`src/rtl/sbus_arbiter.sv`:
```
// Round-robin arbiter and sequencer for the 8-bit SB_SPI system bus.
// One transaction at a time; sb_stb is held until sb_ack or until the
// timeout watchdog expires. Every output is registered.
//
// state | meaning
// IDLE  | waiting for any req_stb; grants the round-robin winner
// XFER  | sb_stb asserted, waiting for sb_ack or timeout
// DONE  | done/err pulse cycle, counter cleared
module sbus_arbiter #(
  parameter int NREQ    = 2,
  parameter int TIMEOUT = 255
) (
  input  logic                clk,
  input  logic                rst,
  input  logic [NREQ-1:0]     req_stb,
  input  logic [NREQ-1:0]     req_rw,
  input  logic [8*NREQ-1:0]   req_addr,
  input  logic [8*NREQ-1:0]   req_wdata,
  output logic [NREQ-1:0]     req_done,
  output logic [NREQ-1:0]     req_err,
  output logic [7:0]          req_rdata,
  output logic [1:0]          grant_id,
  output logic                busy,
  output logic                sb_stb,
  output logic                sb_rw,
  output logic [7:0]          sb_addr,
  output logic [7:0]          sb_wdata,
  input  logic [7:0]          sb_rdata,
  input  logic                sb_ack
);

  // Counter only needs to reach TIMEOUT-1.
  localparam int CW = (TIMEOUT > 1) ? $clog2(TIMEOUT) : 1;

  typedef enum logic [1:0] {IDLE, XFER, DONE} state_t;

  state_t          state, state_nxt;
  logic [CW-1:0]   cnt, cnt_nxt;
  logic [1:0]      ptr, ptr_nxt;

  logic            stb_nxt, rw_nxt, busy_nxt;
  logic [7:0]      addr_nxt, wdata_nxt, rdata_nxt;
  logic [1:0]      gid_nxt;
  logic [NREQ-1:0] done_nxt, err_nxt, gsel;

  logic            found;
  logic [1:0]      win, win_next;
  logic [2:0]      rr_sum, win_sum;
  logic            win_rw;
  logic [7:0]      win_addr, win_wdata;

  // Round-robin search from ptr, plus mux of the winner's request fields.
  always_comb begin
    found     = 1'b0;
    win       = 2'd0;
    rr_sum    = 3'd0;
    win_rw    = 1'b0;
    win_addr  = 8'h00;
    win_wdata = 8'h00;
    gsel      = '0;
    for (int i = 0; i < NREQ; i++) begin
      rr_sum = {1'b0, ptr} + 3'(i);
      if (rr_sum >= 3'(NREQ)) rr_sum = rr_sum - 3'(NREQ);
      for (int j = 0; j < NREQ; j++) begin
        if (!found && rr_sum == 3'(j) && req_stb[j]) begin
          found = 1'b1;
          win   = 2'(j);
        end
      end
    end
    for (int j = 0; j < NREQ; j++) begin
      if (win == 2'(j)) begin
        win_rw    = req_rw[j];
        win_addr  = req_addr[8*j +: 8];
        win_wdata = req_wdata[8*j +: 8];
      end
      gsel[j] = (grant_id == 2'(j));
    end
    win_sum  = {1'b0, win} + 3'd1;
    win_next = (win_sum == 3'(NREQ)) ? 2'd0 : win_sum[1:0];
  end

  // Next-state and next-output logic; outputs hold unless a transition changes them.
  always_comb begin
    state_nxt = state;
    cnt_nxt   = cnt;
    ptr_nxt   = ptr;
    stb_nxt   = sb_stb;
    rw_nxt    = sb_rw;
    addr_nxt  = sb_addr;
    wdata_nxt = sb_wdata;
    rdata_nxt = req_rdata;
    gid_nxt   = grant_id;
    done_nxt  = '0;
    err_nxt   = '0;
    case (state)
      IDLE: begin
        if (found) begin
          state_nxt = XFER;
          stb_nxt   = 1'b1;
          rw_nxt    = win_rw;
          addr_nxt  = win_addr;
          wdata_nxt = win_wdata;
          gid_nxt   = win;
          ptr_nxt   = win_next;
          cnt_nxt   = '0;
        end
      end
      XFER: begin
        if (sb_ack) begin
          // ack takes priority over a coincident timeout
          stb_nxt   = 1'b0;
          done_nxt  = gsel;
          if (!sb_rw) rdata_nxt = sb_rdata;
          state_nxt = DONE;
        end else if (TIMEOUT != 0 && cnt == CW'(TIMEOUT - 1)) begin
          stb_nxt   = 1'b0;
          done_nxt  = gsel;
          err_nxt   = gsel;
          state_nxt = DONE;
        end else begin
          cnt_nxt = cnt + 1'b1;
        end
      end
      DONE: begin
        cnt_nxt   = '0;
        state_nxt = IDLE;
      end
      default: state_nxt = IDLE;
    endcase
    busy_nxt = (state_nxt == XFER) || (state_nxt == DONE);
  end

  // State, counter, pointer and registered outputs; reset aborts any transfer.
  always_ff @(posedge clk or negedge rst) begin
    if (!rst) begin
      state     <= IDLE;
      cnt       <= '0;
      ptr       <= 2'd0;
      sb_stb    <= 1'b0;
      sb_rw     <= 1'b0;
      sb_addr   <= 8'h00;
      sb_wdata  <= 8'h00;
      req_rdata <= 8'h00;
      grant_id  <= 2'd0;
      req_done  <= '0;
      req_err   <= '0;
      busy      <= 1'b0;
    end else begin
      state     <= state_nxt;
      cnt       <= cnt_nxt;
      ptr       <= ptr_nxt;
      sb_stb    <= stb_nxt;
      sb_rw     <= rw_nxt;
      sb_addr   <= addr_nxt;
      sb_wdata  <= wdata_nxt;
      req_rdata <= rdata_nxt;
      grant_id  <= gid_nxt;
      req_done  <= done_nxt;
      req_err   <= err_nxt;
      busy      <= busy_nxt;
    end
  end

endmodule

```
`config.mk`:
```
export PLATFORM = sky130hd
export DESIGN_NAME = sbus_arbiter
export DESIGN_NICKNAME = d
export VERILOG_FILES = /design/src/rtl/sbus_arbiter.sv
export SDC_FILE = /design/constraint.sdc
export NUM_CORES = 1
export LEC_CHECK = 0
export ABC_AREA = 1
export BUFFER_PORTS_ARGS = -buffer_cell sky130_fd_sc_hd__buf_2
export CAP_MARGIN = 20
export CORE_MARGIN = 5
export CORE_UTILIZATION = 48
export CTS_CLUSTER_SIZE = 14
export DETAILED_ROUTE_END_ITERATION = 8
export MAX_ROUTING_LAYER = met4
export PLACE_DENSITY = 0.79
export SYNTH_ARGS = -nofsm -noshare
export SYNTH_HDL_FRONTEND = slang
export SYNTH_SLANG_ARGS = --single-unit
```
`constraint.sdc`:
```
create_clock -name clk -period 1.7 [get_ports clk]
set_input_delay 0.34 -clock clk [delete_from_list [all_inputs] [get_ports clk]]
set_output_delay 0.34 -clock clk [all_outputs]
set_load 0.02 [all_outputs]
```
# Word-level counts from Yosys, hierarchy flattened
# Index checks and enable logic that the tools add are counted.
[word_totals]
regBits = 45
in_bits = 47
wordCells = 89
[classes]
add_sub_neg = 5
order_cmp = 2
eq_ne = 14
n_mux = 33
bitwise = 1
reduce_logical = 22
[op_table]
columns = ["operator", "n"]
rows = [
  ["$mux W8", 7],
  ["$pmux W8 S3", 1],
  ["$mux W2", 11],
  ["$mux W1", 10],
  ["$add A8 B1 Y8 const B", 1],
  ["$eq A2 B1 Y1 const B", 4],
  ["$eq A8 B8 Y1 const B", 1],
  ["$logic_and A1 B1 Y1", 7],
  ["$add A2 B1 Y3 const B", 2],
  ["$eq A3 B1 Y1 const B", 2],
  ["$logic_not A2 Y1", 3],
  ["$logic_not A3 Y1", 2],
  ["$mux W3", 2],
  ["$ne A2 B2 Y1 const B", 3],
  ["$reduce_and A3 Y1", 2],
  ["$eq A2 B2 Y1 const B", 2],
  ["$pmux W2 S2", 1],
  ["$reduce_and A4 Y1", 1],
  ["$eq A3 B2 Y1 const B", 1],
  ["$ge A3 B2 Y1 const B", 1],
  ["$logic_not A1 Y1", 3],
  ["$ne A3 B3 Y1 const B", 1],
  ["$reduce_bool A3 Y1", 1],
  ["$sub A2 B2 Y3 const B", 1],
  ["7 further kinds", 7],
]

# Depth between registers and ports, before layout
# Gate-level depths: netlist of the first run.
[depth]
depth_word = 21
ltp_mapped = 8
ltp_nobuf = 8

# Least setup slack after synthesis of the first run
# Ideal clock, no wire load.
[synth_timing]
path_type = "flip-flop to flip-flop"
from = "register state[1]"
to = "register sb_rw"
setup_ns = 0.124
arrival_time_ns = 1.094
required_time_ns = 1.576
path_slack_ns = 0.482
stages_incl_launch_ff = 7
n_path_buf = 1
cell_sequence = "dfrtp_1 nor2_4 a21boi_2 inv_2 buf_6 nand2_1 nand3_1"
[synth_between]
elab_chain_cells = 2
[synth_lines]
columns = ["element", "line", "text"]
rows = [
  ["from (decl)", "37", "state_t state, state_nxt;"],
  ["from (signal assigned)", "150", "state <= state_nxt;"],
  ["$logic_not A2 Y1", "96", "case (state)"],
  ["$reduce_and A2 Y1 (no source line)", "n/a", ""],
  ["to (signal assigned)", "154", "sb_rw <= rw_nxt;"],
  ["to (decl)", "25", "output logic sb_rw,"],
]
# Every way passes these cells.
# A chain may end at the register's enable or synchronous reset.

# Final worst setup path of the first run
[layout_timing]
from = "register state[1]"
to = "register req_rdata[5]"
[layout_between]
elab_chain_cells = 2
[layout_lines]
columns = ["element", "line", "text"]
rows = [
  ["$eq A2 B1 Y1", "96", ""],
  ["$reduce_and A3 Y1 (no source line)", "n/a", ""],
  ["to (signal assigned)", "157", "req_rdata <= rdata_nxt;"],
  ["to (decl)", "21", "output logic [7:0] req_rdata,"],
]
# Every way passes these cells.

==> impl_metrics.tcl, run 1 <==
set metrics [dict create \
    status "finished with violations" \
    violations "hold timing" \
    ff_latch_area_um2 1080 \
    fillerInstances 354 \
    layout-drive-gt1-share 0.360 \
    layout_worst_path_cycle_share 0.829 \
    clockRootBuffer "clkbuf_8" \
    reg2reg_to "req_rdata[5]" \
    rows 23 \
    path_clk_slew_ps 80 \
    drc 0 \
    r2r_cells 5 \
    slew_viol_final 0 \
    ys_ff_latch 43 \
    die_area_um2 5690 \
    drtAntennaViolNets 0 \
    n_antenna_cell 0 \
    netlist_area_um2 2050 \
    fin_tns_setup_ps 0 \
    core_area_um2 4090 \
    share_comb_of_total_power 0.464 \
    synth_fp_nets 276 \
    whs_ps -17.5 \
    grt_pass1_wl_mm 8.00 \
    vias_per_cell 5.11 \
    finalSetupViolations 0 \
    die_x_um 75.4 \
    drt_first_pass_iters 4 \
    cts_resized 0 \
    end_kind "flop" \
    io_pins 80 \
    reg2reg_slack_ps 290 \
    fin_skew_ps 3.85 \
    multi_input_area_um2 852 \
    p_int_uw 2390 \
    max_freq_ghz 0.710 \
    max_cap_violations 0 \
    drt-total-wl_mm 4.65 \
    start_util 0.503 \
    hpwl_mm 3.52 \
    crit_start "state[1]" \
    globalplace.congestion 0.847 \
    synthDistinctLibCells 26 \
    first_iter_violations 110 \
    clk_latency_ps 290 \
    cts_buffer_depth 2 \
    antenna_found_initial 0 \
    htreeDepth 2 \
    cellLeakagePower_uw 0.00135 \
    hold_viol 17 \
    cts_tree "done" \
    cp.arrival_ps 1590 \
    rsz0062_at_grt "no" \
    p_per_area_nw_per_um2 1650 \
    cts.sinks 43 \
    vias 1831 \
    p_sw_uw 1850 \
    p_sw_frac 0.436 \
    area_delta_synth_final_pct 25.0 \
    final_cell_mix "78 x buf_2, 64 x nand3_1, 52 x nand2_1" \
    grt_pass1_vias 1833 \
    fin_nets 356 \
    fin_crit_ps 1410 \
    cts_buffers 5 \
    die_h_um 75.4 \
    cts_setup_buffers 0 \
    cp_max_fo 8 \
    timing_worst_setup_path_type "flop to flop" \
    place_ws_ps 285 \
    hold_path_class "input port to asynchronous set/reset pin" \
    setup_ws_ps 291 \
    yosysSeqAreaShare 0.524 \
    grt_usage 0.187 \
    peakVddDrop_mv 1.12 \
    grt_max_degree 27 \
    grt_remaining_overflow 0 \
    avgSynthCellArea_um2 9.05 \
    wl_per_cell_um 13.0 \
    syn_inst 227 \
    cts_hold_buf 0 \
    portBuffers 78 \
    reg2reg_from "state[1]" \
    ys_warn_count 0 \
    cp_data_required_time_ps 1880 \
    clockPowerShare 0.148 \
    layout_commonest_cell "buf_2" \
    pwr-share-seq 0.388 \
    fin_total_pwr_uw 4240 \
    cp-start-kind "flop" \
]
## worst max path at each step
| stage | endpoint | slack [ps] | cells past startpoint |
|---|---|---|---|
| CTS | req_rdata[5] | 260 | 5 |
| detailed placement | req_rdata[5] | 280 | 5 |
| finish | req_rdata[5] | 290 | 5 |
| global route | req_rdata[5] | 170 | 5 |
| global placement | req_rdata[6] | 310 | 5 |
| floorplan | sb_rw | 480 | 6 |
## per-layer routing
layer / track usage / share of wire / vias up
met4: 0.0583 / 0.013 / 0
met5: - / 0 / -
met3: 0.0330 / 0.093 / 6
met2: 0.299 / 0.48 / 81
li1: - / - / 905
met1: 0.244 / 0.42 / 839
## cell type report
cell class | instances | share of cell area
repair buffers | 83 | 0.171
inverters | 14 | 0.0205
well taps | 50 | 0.0244
clock inverters | 2 | 0.00487
clock buffers | 6 | 0.0283
multi-input cells | 160 | 0.332
flip-flops and latches | 43 | 0.419
## stage by stage
step            util  area, um^2  std cells
2_1_floorplan      -        2050        227
3_3_place_gp   0.608        2480        350
3_5_place_dp   0.608        2480        350
4_1_cts        0.629        2570        358
5_1_grt        0.629        2570        358
6_report       0.629        2570        358
## flip-flops by register name (all words and copies together), names as in the netlist
register   count
cnt            8
req_rdata      8
sb_addr        8
sb_wdata       8
req_done       2
req_err        2
state          2
busy           1
grant_id       1
ptr            1
sb_rw          1
sb_stb         1
## critical path, stage by stage, from the launching register on
cell	delay [ps]
dfrtp_1	400
inv_1	70
nand2_1	170
inv_1	90
nand2_2	190
mux2_2	370
## cell usage after synthesis
master	instances	area, um^2
nand2_1	52	195
conb_1	1	3.75
a21boi_2	1	11.3
nand3_4	1	17.5
xnor2_1	1	8.76
or2_2	1	6.26
dfrtp_1	43	1080
o21ai_1	1	5.00
xor2_1	2	17.5
clkbuf_1	1	3.75
buf_6	2	22.5
buf_4	5	37.5
inv_2	2	7.51
buf_2	2	10.0
nand2_2	3	18.8
o21ai_2	1	8.76
nor2_4	2	22.5
nor4_1	2	12.5
nand3_1	64	320
mux2_2	8	90.1
o21ai_0	2	10.0
ha_1	2	25.0
nor2_1	13	48.8
nand2_4	2	22.5
inv_1	12	45.0
o21bai_1	1	7.51
## power by group through the flow
stage               clock (uW)  sequential [uW]  combinational (uW)
global route               685             1690                2180
detailed placement           0             1650                2000
finish                     628             1640                1970
CTS                        650             1640                2000
floorplan                    0             2070                 947
global placement             0             1640                1950
## cells by family (layout without fill, tap and decap cells)
group                    Yosys count  in the layout  share of synthesized area
buffers and inverters             24            105                     0.0615
multiplexers                       8              8                     0.0439
AO/OA/AOI/OAI                      6              6                     0.0207
AND/OR/NAND/NOR                  140            140                      0.323
XOR/XNOR                           3              3                     0.0128
adder cells (fa/ha/maj)            2              2                     0.0122
other                              1              1                    0.00183
flip-flops                        43             43                      0.524
No activity file was read; power rests on OpenSTA's default activity.
==> run 2: changes to the inputs <==
==> constraint.sdc (replaced) <==
create_clock -name clk -period 1.34 [get_ports clk]
set_input_delay 0.268 -clock clk [delete_from_list [all_inputs] [get_ports clk]]
set_output_delay 0.268 -clock clk [all_outputs]
set_load 0.02 [all_outputs]
==> run 2 against run 1 <==
  * Final area grew 5.8%
  * The run now ends clean
  * Combinational power increased by 37%
  * Power increased by 40%
  * Count of clock-buffer cells in the layout stayed put
==> impl_metrics.tcl, run 2 (synthesis results as in run 1) <==
set metrics [dict create \
    cts.sinks 43 \
    cp_data_required_time_ps 1520 \
    core_area_um2 4090 \
    cp_common_cell "inv_1" \
    design_area_um2 2720 \
    die_area_um2 5690 \
    hold_path_class "input port to flop" \
    rsz0062_at_grt "yes" \
    final_cell_mix "78 x buf_2, 64 x nand3_1, 49 x nand2_1" \
    wl_per_cell_um 13.3 \
    cts_buffer_depth 2 \
    drt-total-wl_mm 4.82 \
    end_kind "flop" \
    fin_skew_ps 4.44 \
    slew_viol_final 0 \
    grt_pass1_vias 1909 \
    crit_family "flip-flops" \
    portBuffers 78 \
    fin_crit_ps 1290 \
    max_freq_ghz 0.774 \
    cp_max_fo 8 \
    cellLeakagePower_uw 0.00142 \
    rows 23 \
    layout_worst_path_cycle_share 0.964 \
    die_h_um 75.4 \
    p_per_area_nw_per_um2 2190 \
    grt_max_degree 44 \
    dpl_cell_area_um2 2520 \
    fillerInstances 328 \
    first_iter_violations 104 \
    slowest_stage "dfrtp_1" \
    finalSetupViolations 0 \
    fin_total_pwr_uw 5940 \
    die_x_um 75.4 \
    drc 0 \
    status "finished, final reports clean" \
    path_cells "inv_1 -> nand2_2 -> inv_1 -> nand2_4 -> mux2_2" \
    vias 1834 \
    grt_usage 0.194 \
    layout-drive-gt1-share 0.381 \
    cp.arrival_ps 1470 \
    multi_input_area_um2 896 \
    max_stage_delay_ps 390 \
    drt_first_pass_iters 6 \
    grt_remaining_overflow 0 \
    vias_per_cell 5.07 \
    drtAntennaViolNets 0 \
    clk_latency_ps 290 \
    fin_nets 360 \
    max_cap_violations 0 \
    peakVddDrop_mv 1.21 \
    area_delta_synth_final_pct 32.3 \
    start_util 0.503 \
    grt_pass1_wl_mm 8.11 \
    antenna_found_initial 0 \
    timing_worst_setup_path_type "flop to flop" \
    clockRootBuffer "clkbuf_8" \
    place_ws_ps 32.3 \
    cp-start-kind "flop" \
    hpwl_mm 3.52 \
    htreeDepth 2 \
    globalplace.congestion 0.798 \
    setup_ws_ps 48.5 \
    ff_latch_area_um2 1080 \
    hold_viol 0 \
    cts_tree "done" \
    cts_buffers 5 \
    n_antenna_cell 0 \
    layout_commonest_cell "buf_2" \
    fin_tns_setup_ps 0 \
    path_clk_slew_ps 80 \
    path_buf_inv 2 \
    io_pins 80 \
]
==> run 2: path summary, 6_finish.rpt <==
check / start / end / slack (ps) / cells after the start
max: state[1] / req_rdata[5] / 50 / 5
min in group asynchronous: rst / sb_addr[6] / 520 / 3
min reg2reg: sb_stb / sb_stb / 470 / 2
min: sb_rdata[2] / req_rdata[2] / 210 / 2
max reg2reg: state[1] / req_rdata[5] / 50 / 5
max in group asynchronous: rst / req_rdata[3] / 620 / 3
==> run 2: area by class of cell <==
class,count,area share
clock buffer,6,0.0267
clock inverter,2,0.0221
inverter,14,0.0202
multi-input combinational,160,0.329
sequential,43,0.396
tap,50,0.0230
timing repair buffer,87,0.183
==> run 2: layer usage <==
metal	part of all wire	routed length, um	track usage
met1	0.41	2000	0.232
met2	0.48	2330	0.316
met3	0.085	412	0.0515
met4	0.017	80	0.0680
met5	0	0	-
==> run 2: repair_timing <==
item                                   CTS  global route
endpoints found under the hold margin   43             0
pin swaps                                0             1
setup buffers                            0             0
gates resized for setup                  1            14
setup endpoints to repair                1            33
hold buffers                             1             0
==> run 2: report_power, final <==
group | internal (uW) | leakage [uW] | switching (uW)
combinational | 985 | 0.000817 | 1700
sequential | 1800 | 0.000538 | 285
clock | 745 | 0.0000654 | 426
total | 3530 | 0.00142 | 2420
==> run 2: through the flow <==
step | utilization | cells | hold slack, ps
3_3_place_gp | 0.616 | 353 | 255
2_1_floorplan | - | 227 | -27.6
4_1_cts | 0.652 | 362 | 186
6_report | 0.665 | 362 | 205
5_1_grt | 0.665 | 362 | 198
3_5_place_dp | 0.616 | 353 | 262
